**config.mk**
```make
export PLATFORM = sky130hd
export DESIGN_NAME = axi_lite_csr_subordinate
export DESIGN_NICKNAME = d
export VERILOG_FILES = /design/src/rtl/axi_lite_csr_subordinate.sv
export SDC_FILE = /design/constraint.sdc
export NUM_CORES = 1
export LEC_CHECK = 0
export CAP_MARGIN = 20
export CORE_MARGIN = 4
export CORE_UTILIZATION = 40
export CTS_BUF_LIST = sky130_fd_sc_hd__clkbuf_4 sky130_fd_sc_hd__clkbuf_8 sky130_fd_sc_hd__clkbuf_16
export DETAILED_ROUTE_END_ITERATION = 10
export PLACE_DENSITY = 0.68
export SLEW_MARGIN = 5
export SYNTH_ARGS = -nofsm -noshare
export SYNTH_HDL_FRONTEND = slang
export SYNTH_SLANG_ARGS = --single-unit
```
**constraint.sdc**
```tcl
create_clock -name csr_clk -period 1.8 [get_ports csr_clk]
set_input_delay 0.27 -clock csr_clk [delete_from_list [all_inputs] [get_ports csr_clk]]
set_output_delay 0.27 -clock csr_clk [all_outputs]
set_load 0.02 [all_outputs]
```
**src/rtl/axi_lite_csr_subordinate.sv**
```systemverilog
// AXI-lite CSR subordinate: byte-wide R/W register file on the CSR bus.
// Optional macro CSR_ERR_RESP_EN: SLVERR on out-of-range accesses.
module axi_lite_csr_subordinate #(
  parameter int ADDR_WIDTH = 8,
  parameter int DATA_WIDTH = 8,
  parameter int NUM_REGS   = 16
) (
  input  logic                           csr_clk,
  input  logic                           csr_resetn,
  input  logic [ADDR_WIDTH-1:0]          csr_awaddr,
  input  logic                           csr_awvalid,
  output logic                           csr_awready,
  input  logic [DATA_WIDTH-1:0]          csr_wdata,
  input  logic                           csr_wvalid,
  output logic                           csr_wready,
  input  logic                           csr_wlast,
  output logic [1:0]                     csr_bresp,
  output logic                           csr_bvalid,
  input  logic                           csr_bready,
  input  logic [ADDR_WIDTH-1:0]          csr_araddr,
  input  logic                           csr_arvalid,
  output logic                           csr_arready,
  output logic [DATA_WIDTH-1:0]          csr_rdata,
  output logic [1:0]                     csr_rresp,
  output logic                           csr_rvalid,
  input  logic                           csr_rready,
  output logic                           csr_rlast,
  output logic [NUM_REGS*DATA_WIDTH-1:0] regs_out
);

  localparam int IDX_W =
    (NUM_REGS > 1) ? $clog2(NUM_REGS) : 1;

  localparam logic [1:0] RESP_OKAY = 2'b00;
`ifdef CSR_ERR_RESP_EN
  localparam logic [1:0] RESP_OOR = 2'b10;
`else
  localparam logic [1:0] RESP_OOR = 2'b00;
`endif

  typedef enum logic {
    W_IDLE,
    W_RESP
  } w_state_e;

  typedef enum logic {
    R_IDLE,
    R_RESP
  } r_state_e;

  function automatic logic in_range(
    input logic [ADDR_WIDTH-1:0] a
  );
    return {1'b0, a} <
      (ADDR_WIDTH+1)'(NUM_REGS);
  endfunction

  logic [NUM_REGS-1:0][DATA_WIDTH-1:0] regs_q;
  logic [NUM_REGS-1:0][DATA_WIDTH-1:0] regs_d;

  w_state_e              w_state_q, w_state_d;
  logic                  aw_cap_q, aw_cap_d;
  logic                  w_cap_q, w_cap_d;
  logic [ADDR_WIDTH-1:0] awaddr_q, awaddr_d;
  logic [DATA_WIDTH-1:0] wdata_q, wdata_d;
  logic                  awready_q, awready_d;
  logic                  wready_q, wready_d;
  logic                  bvalid_q, bvalid_d;
  logic [1:0]            bresp_q, bresp_d;

  r_state_e              r_state_q, r_state_d;
  logic                  arready_q, arready_d;
  logic                  rvalid_q, rvalid_d;
  logic [1:0]            rresp_q, rresp_d;
  logic [DATA_WIDTH-1:0] rdata_q, rdata_d;

  logic                  aw_hs;
  logic                  w_hs;
  logic                  ar_hs;
  logic [ADDR_WIDTH-1:0] wr_addr;
  logic [DATA_WIDTH-1:0] wr_data;
  logic                  unused_wlast;

  assign aw_hs = csr_awvalid & awready_q;
  assign w_hs  = csr_wvalid & wready_q;
  assign ar_hs = csr_arvalid & arready_q;

  // A beat captured on this very edge bypasses
  // its holding register.
  assign wr_addr = aw_hs ? csr_awaddr : awaddr_q;
  assign wr_data = w_hs ? csr_wdata : wdata_q;

  assign unused_wlast = csr_wlast;

  // Write channel: independent AW/W capture,
  // commit on the edge both are held, then B.
  always_comb begin
    w_state_d = w_state_q;
    aw_cap_d  = aw_cap_q;
    w_cap_d   = w_cap_q;
    awaddr_d  = awaddr_q;
    wdata_d   = wdata_q;
    awready_d = awready_q;
    wready_d  = wready_q;
    bvalid_d  = bvalid_q;
    bresp_d   = bresp_q;
    regs_d    = regs_q;
    unique case (w_state_q)
      W_IDLE: begin
        if (aw_hs) begin
          aw_cap_d = 1'b1;
          awaddr_d = csr_awaddr;
        end
        if (w_hs) begin
          w_cap_d = 1'b1;
          wdata_d = csr_wdata;
        end
        if (aw_cap_d && w_cap_d) begin
          w_state_d = W_RESP;
          bvalid_d  = 1'b1;
          awready_d = 1'b0;
          wready_d  = 1'b0;
          if (in_range(wr_addr)) begin
            regs_d[wr_addr[IDX_W-1:0]] = wr_data;
            bresp_d = RESP_OKAY;
          end else begin
            bresp_d = RESP_OOR;
          end
        end else begin
          awready_d = !aw_cap_d;
          wready_d  = !w_cap_d;
        end
      end
      W_RESP: begin
        if (csr_bready) begin
          w_state_d = W_IDLE;
          bvalid_d  = 1'b0;
          bresp_d   = RESP_OKAY;
          aw_cap_d  = 1'b0;
          w_cap_d   = 1'b0;
          awready_d = 1'b1;
          wready_d  = 1'b1;
        end
      end
      default: w_state_d = W_IDLE;
    endcase
  end

  // Write channel and register file state.
  always_ff @(posedge csr_clk or negedge csr_resetn) begin
    if (!csr_resetn) begin
      w_state_q <= W_IDLE;
      aw_cap_q  <= 1'b0;
      w_cap_q   <= 1'b0;
      awaddr_q  <= '0;
      wdata_q   <= '0;
      awready_q <= 1'b0;
      wready_q  <= 1'b0;
      bvalid_q  <= 1'b0;
      bresp_q   <= RESP_OKAY;
      regs_q    <= '0;
    end else begin
      w_state_q <= w_state_d;
      aw_cap_q  <= aw_cap_d;
      w_cap_q   <= w_cap_d;
      awaddr_q  <= awaddr_d;
      wdata_q   <= wdata_d;
      awready_q <= awready_d;
      wready_q  <= wready_d;
      bvalid_q  <= bvalid_d;
      bresp_q   <= bresp_d;
      regs_q    <= regs_d;
    end
  end

  // Read channel: latch data on AR, hold R
  // until accepted. Reads see pre-commit data.
  always_comb begin
    r_state_d = r_state_q;
    arready_d = arready_q;
    rvalid_d  = rvalid_q;
    rresp_d   = rresp_q;
    rdata_d   = rdata_q;
    unique case (r_state_q)
      R_IDLE: begin
        arready_d = 1'b1;
        if (ar_hs) begin
          r_state_d = R_RESP;
          arready_d = 1'b0;
          rvalid_d  = 1'b1;
          if (in_range(csr_araddr)) begin
            rdata_d = regs_q[csr_araddr[IDX_W-1:0]];
            rresp_d = RESP_OKAY;
          end else begin
            rdata_d = '0;
            rresp_d = RESP_OOR;
          end
        end
      end
      R_RESP: begin
        if (csr_rready) begin
          r_state_d = R_IDLE;
          arready_d = 1'b1;
          rvalid_d  = 1'b0;
        end
      end
      default: r_state_d = R_IDLE;
    endcase
  end

  // Read channel state.
  always_ff @(posedge csr_clk or negedge csr_resetn) begin
    if (!csr_resetn) begin
      r_state_q <= R_IDLE;
      arready_q <= 1'b0;
      rvalid_q  <= 1'b0;
      rresp_q   <= RESP_OKAY;
      rdata_q   <= '0;
    end else begin
      r_state_q <= r_state_d;
      arready_q <= arready_d;
      rvalid_q  <= rvalid_d;
      rresp_q   <= rresp_d;
      rdata_q   <= rdata_d;
    end
  end

  assign csr_awready = awready_q;
  assign csr_wready  = wready_q;
  assign csr_bvalid  = bvalid_q;
  assign csr_bresp   = bresp_q;
  assign csr_arready = arready_q;
  assign csr_rvalid  = rvalid_q;
  assign csr_rlast   = rvalid_q;
  assign csr_rresp   = rresp_q;
  assign csr_rdata   = rdata_q;
  assign regs_out    = regs_q;

endmodule

```
==> run_results.csv <==
group,metric,value,unit
global_routing,antenna_found_initial,0,
logic_synthesis,syn_avg_cell_area,16.4,µm²
timing,report.final.slew_viol_count,0,
logic_synthesis,synth_area_leaders,"dfrtp_1 51%, mux2_2 13%, mux2_4 9.1%",
die,start_util,40.6,%
worst_setup_path,r2r_cells,6,
global_routing,grt_overflow,0,
routing,dr.pass1.iters,4,
final_layout,area_growth,43.6,%
logic_synthesis,yosysTopAreaCellShare,51.0,%
logic_synthesis,seq_area_frac_synth,51.0,%
die,die_area,22100,µm²
flow_run,maxCapViolations,0,
outcome,status,"complete, but fails checks",
cts,clock-root-buffer,"clkbuf_16",
min_path,hp-class,"in -> reg",
timing,setup_viol,128,
min_path,whs_path_depth,2,
global_routing,grt_util_all_layers,20.3,%
logic_synthesis,ys_async_sr_fraction,100,%
cts,clk_path_buf_depth,2,
routing,num_vias,5126,
place,dpl.cell_count,926,
routing,finalWirelength,22100,µm
final_layout,diodes,0,
logic_synthesis,yosysUniqueCellTypes,39,
logic_synthesis,synth_area,7910,µm²
final_layout,nets,729,
timing,fmax,533,MHz
die,rows,51,
logic_synthesis,syn_inst,481,
logic_synthesis,synth_warnings,0,
global_routing,grt_max_degree,51,
worst_setup_path,arrival,2180,ps
timing,finClkSkew,9.71,ps
timing,maxSlewHeadroom,65.2,%
power_and_ir_drop,p_leak,5.46,nW
worst_setup_path,crit_path_end_kind,"register",
final_layout,post-route-util,58.3,%
logic_synthesis,synth_top_area_cell,"dfrtp_1",
die,io_pins,178,
power_and_ir_drop,peakVddDrop,0.000867,V
cts,h-tree-depth,4,
routing,ant_nets,0,
cts,clk_latency,420,ps
logic_synthesis,synthTopCellsByCount,"161 x dfrtp_1, 92 x mux2_2, 48 x mux2_4, 32 x mux4_2, 18 x clkbuf_1",
min_path,hold_end,"awaddr_q[4]$_DFFE_PN0N_",
place,gp_congestion,0.854,
worst_setup_path,criticalPathCategory,"reg -> reg",
timing,rsz0062_at_grt,"yes",
place,port_buffers,172,
die,die_height,149,µm
worst_setup_path,required,2100,ps
min_path,min_from,"csr_awaddr[4]",
outcome,violations,"negative setup slack",
logic_synthesis,synth-edff-count,0,
global_routing,grt_pass1_wl,33900,µm
cts,cts_tree,"yes",
timing,fin_ws,-75.7,ps
routing,vias_per_cell,5.26,
place,dp_hpwl,15700,µm
timing,fin_crit,1880,ps
worst_setup_path,r2r_end,"regs_out[31]$_DFFE_PN0P_",
routing,drtIter0Drc,294,
routing,drc,0,
global_routing,grt_pass1_vias,5474,
final_layout,drive_gt1_share,42.0,%
worst_setup_path,startpoint_type,"register",
logic_synthesis,synth_most_common_cell,"dfrtp_1",
die,die_w,149,µm
cts,path_clk_slew,60,ps
timing,worstMarginPinSlew,521,ps
timing,hold_viol,0,
logic_synthesis,synth-seq-cells,161,
cts,cts_buffers,17,
power_and_ir_drop,power_density,1500,nW/µm²
die,core-area,19500,µm²
worst_setup_path,rrSetupSlack,-80,ps
routing,wire_per_inst,22.7,µm
timing,post-route-period-util,104,%
worst_setup_path,rr_startpoint,"csr_awready$_DFFE_PN0P_",
logic_synthesis,synth_ff_type,"dfrtp_1",
worst_setup_path,worstPathMaxFanout,8,
cts,cts_sinks,161,
final_layout,fin_cells,974,
layout by cell type (no fill, tap or decap), drive strengths merged, types with 4 or more instances in the layout:
cell           instances
conb                   4
o21ai                  7
mux2i                 16
inv                    6
nand2b                 7
dfrtp                161
dlymetal6s2s           9
nand4b                 4
clkdlybuf4s50        159
clkinv                 4
nand4                 18
buf                   58
mux4                  32
o221ai                 8
mux2                 153
nand2                 17
clkbuf                21
area by class of cell:
cell class	instances	area [µm²]
repair buffers	228	2500
flip-flops and latches	161	4030
inverters	3	11.3
clock inverters	10	125
well taps	265	332
multi-input cells	286	3880
clock buffers	21	474
fillers	1470	8110
worst max-delay path by stage:
stage                            startpoint                   endpoint  slack [ps]  depth (start not counted)
finish              csr_awready$_DFFE_PN0P_   regs_out[31]$_DFFE_PN0P_         -80                          6
detailed placement              csr_awvalid   regs_out[26]$_DFFE_PN0P_        -520                          8
floorplan           csr_awready$_DFFE_PN0P_  regs_out[112]$_DFFE_PN0P_         -30                          7
global route        csr_awready$_DFFE_PN0P_   regs_out[36]$_DFFE_PN0P_        -120                          7
global placement                csr_awvalid   regs_out[30]$_DFFE_PN0P_        -460                          7
CTS                 awaddr_q[7]$_DFFE_PN0N_   regs_out[36]$_DFFE_PN0P_         -90                          6
through the flow:
stage               hold slack, ps  TNS [ps]  worst slack (ps)  power [mW]  instance area, µm²
floorplan                    -25.6     -1360             -28.5        9.60                7930
global placement               249    -54100              -463        12.5               10300
detailed placement             266    -59860              -522        12.7               10300
CTS                            380     -3230             -88.5        16.8               11100
global route                   170     -8060              -120        17.8               11400
finish                         149     -3760             -75.7        17.0               11400
flip-flops by register name (all words and copies together) (netlist names):
register and cells:
aw_cap_q 1, awaddr_q 8, csr_arready 1, csr_awready 1, csr_bvalid 1, csr_rdata 8
csr_rlast 1, csr_wready 1, r_state_q 1, regs_out 128, w_cap_q 1, w_state_q 1
wdata_q 8
layer usage:
layer  part of all wire, %  global-route usage, %  wire length [µm]
met1                    44                   28.1              9760
met2                    48                   32.3             10700
met3                   6.7                   5.42              1490
met4                   1.0                   4.53               223
met5                     0                      0                 0
worst max-delay path: stages (launching register included):
cell	delay [ps]
dfrtp_2	450
buf_6	150
nand2_8	70
mux2_4	330
buf_12	170
nand4_4	210
mux2_2	370
power breakdown:
part | leakage [nW] | internal (mW) | switching (mW)
clock network | 0.294 | 2.18 | 1.47
registers | 2.17 | 4.69 | 0.989
logic | 2.99 | 4.03 | 3.62
repair_timing:
| action | 4_1_cts | 5_1_grt |
|---|---|---|
| setup endpoints to repair | 129 | 135 |
| hold buffers | 1 | 0 |
| pin swaps | 8 | 14 |
| resized for setup | 14 | 58 |
| gates cloned | 0 | 0 |
| hold endpoints to repair | 45 | 0 |
| buffers inserted | 10 | 7 |
cells by family (layout without fill, tap and decap cells):
| logic type | count (synthesis) | after routing | synth area share (%) |
|---|---|---|---|
| other | 1 | 4 | 0.0474 |
| AND/OR/NAND/NOR | 54 | 54 | 7.01 |
| AO/OA/AOI/OAI | 27 | 27 | 3.80 |
| buffers and inverters | 37 | 262 | 2.97 |
| flip-flops | 161 | 161 | 51.0 |
| multiplexers | 201 | 201 | 35.2 |
No activity file was read; power rests on OpenSTA's default activity.
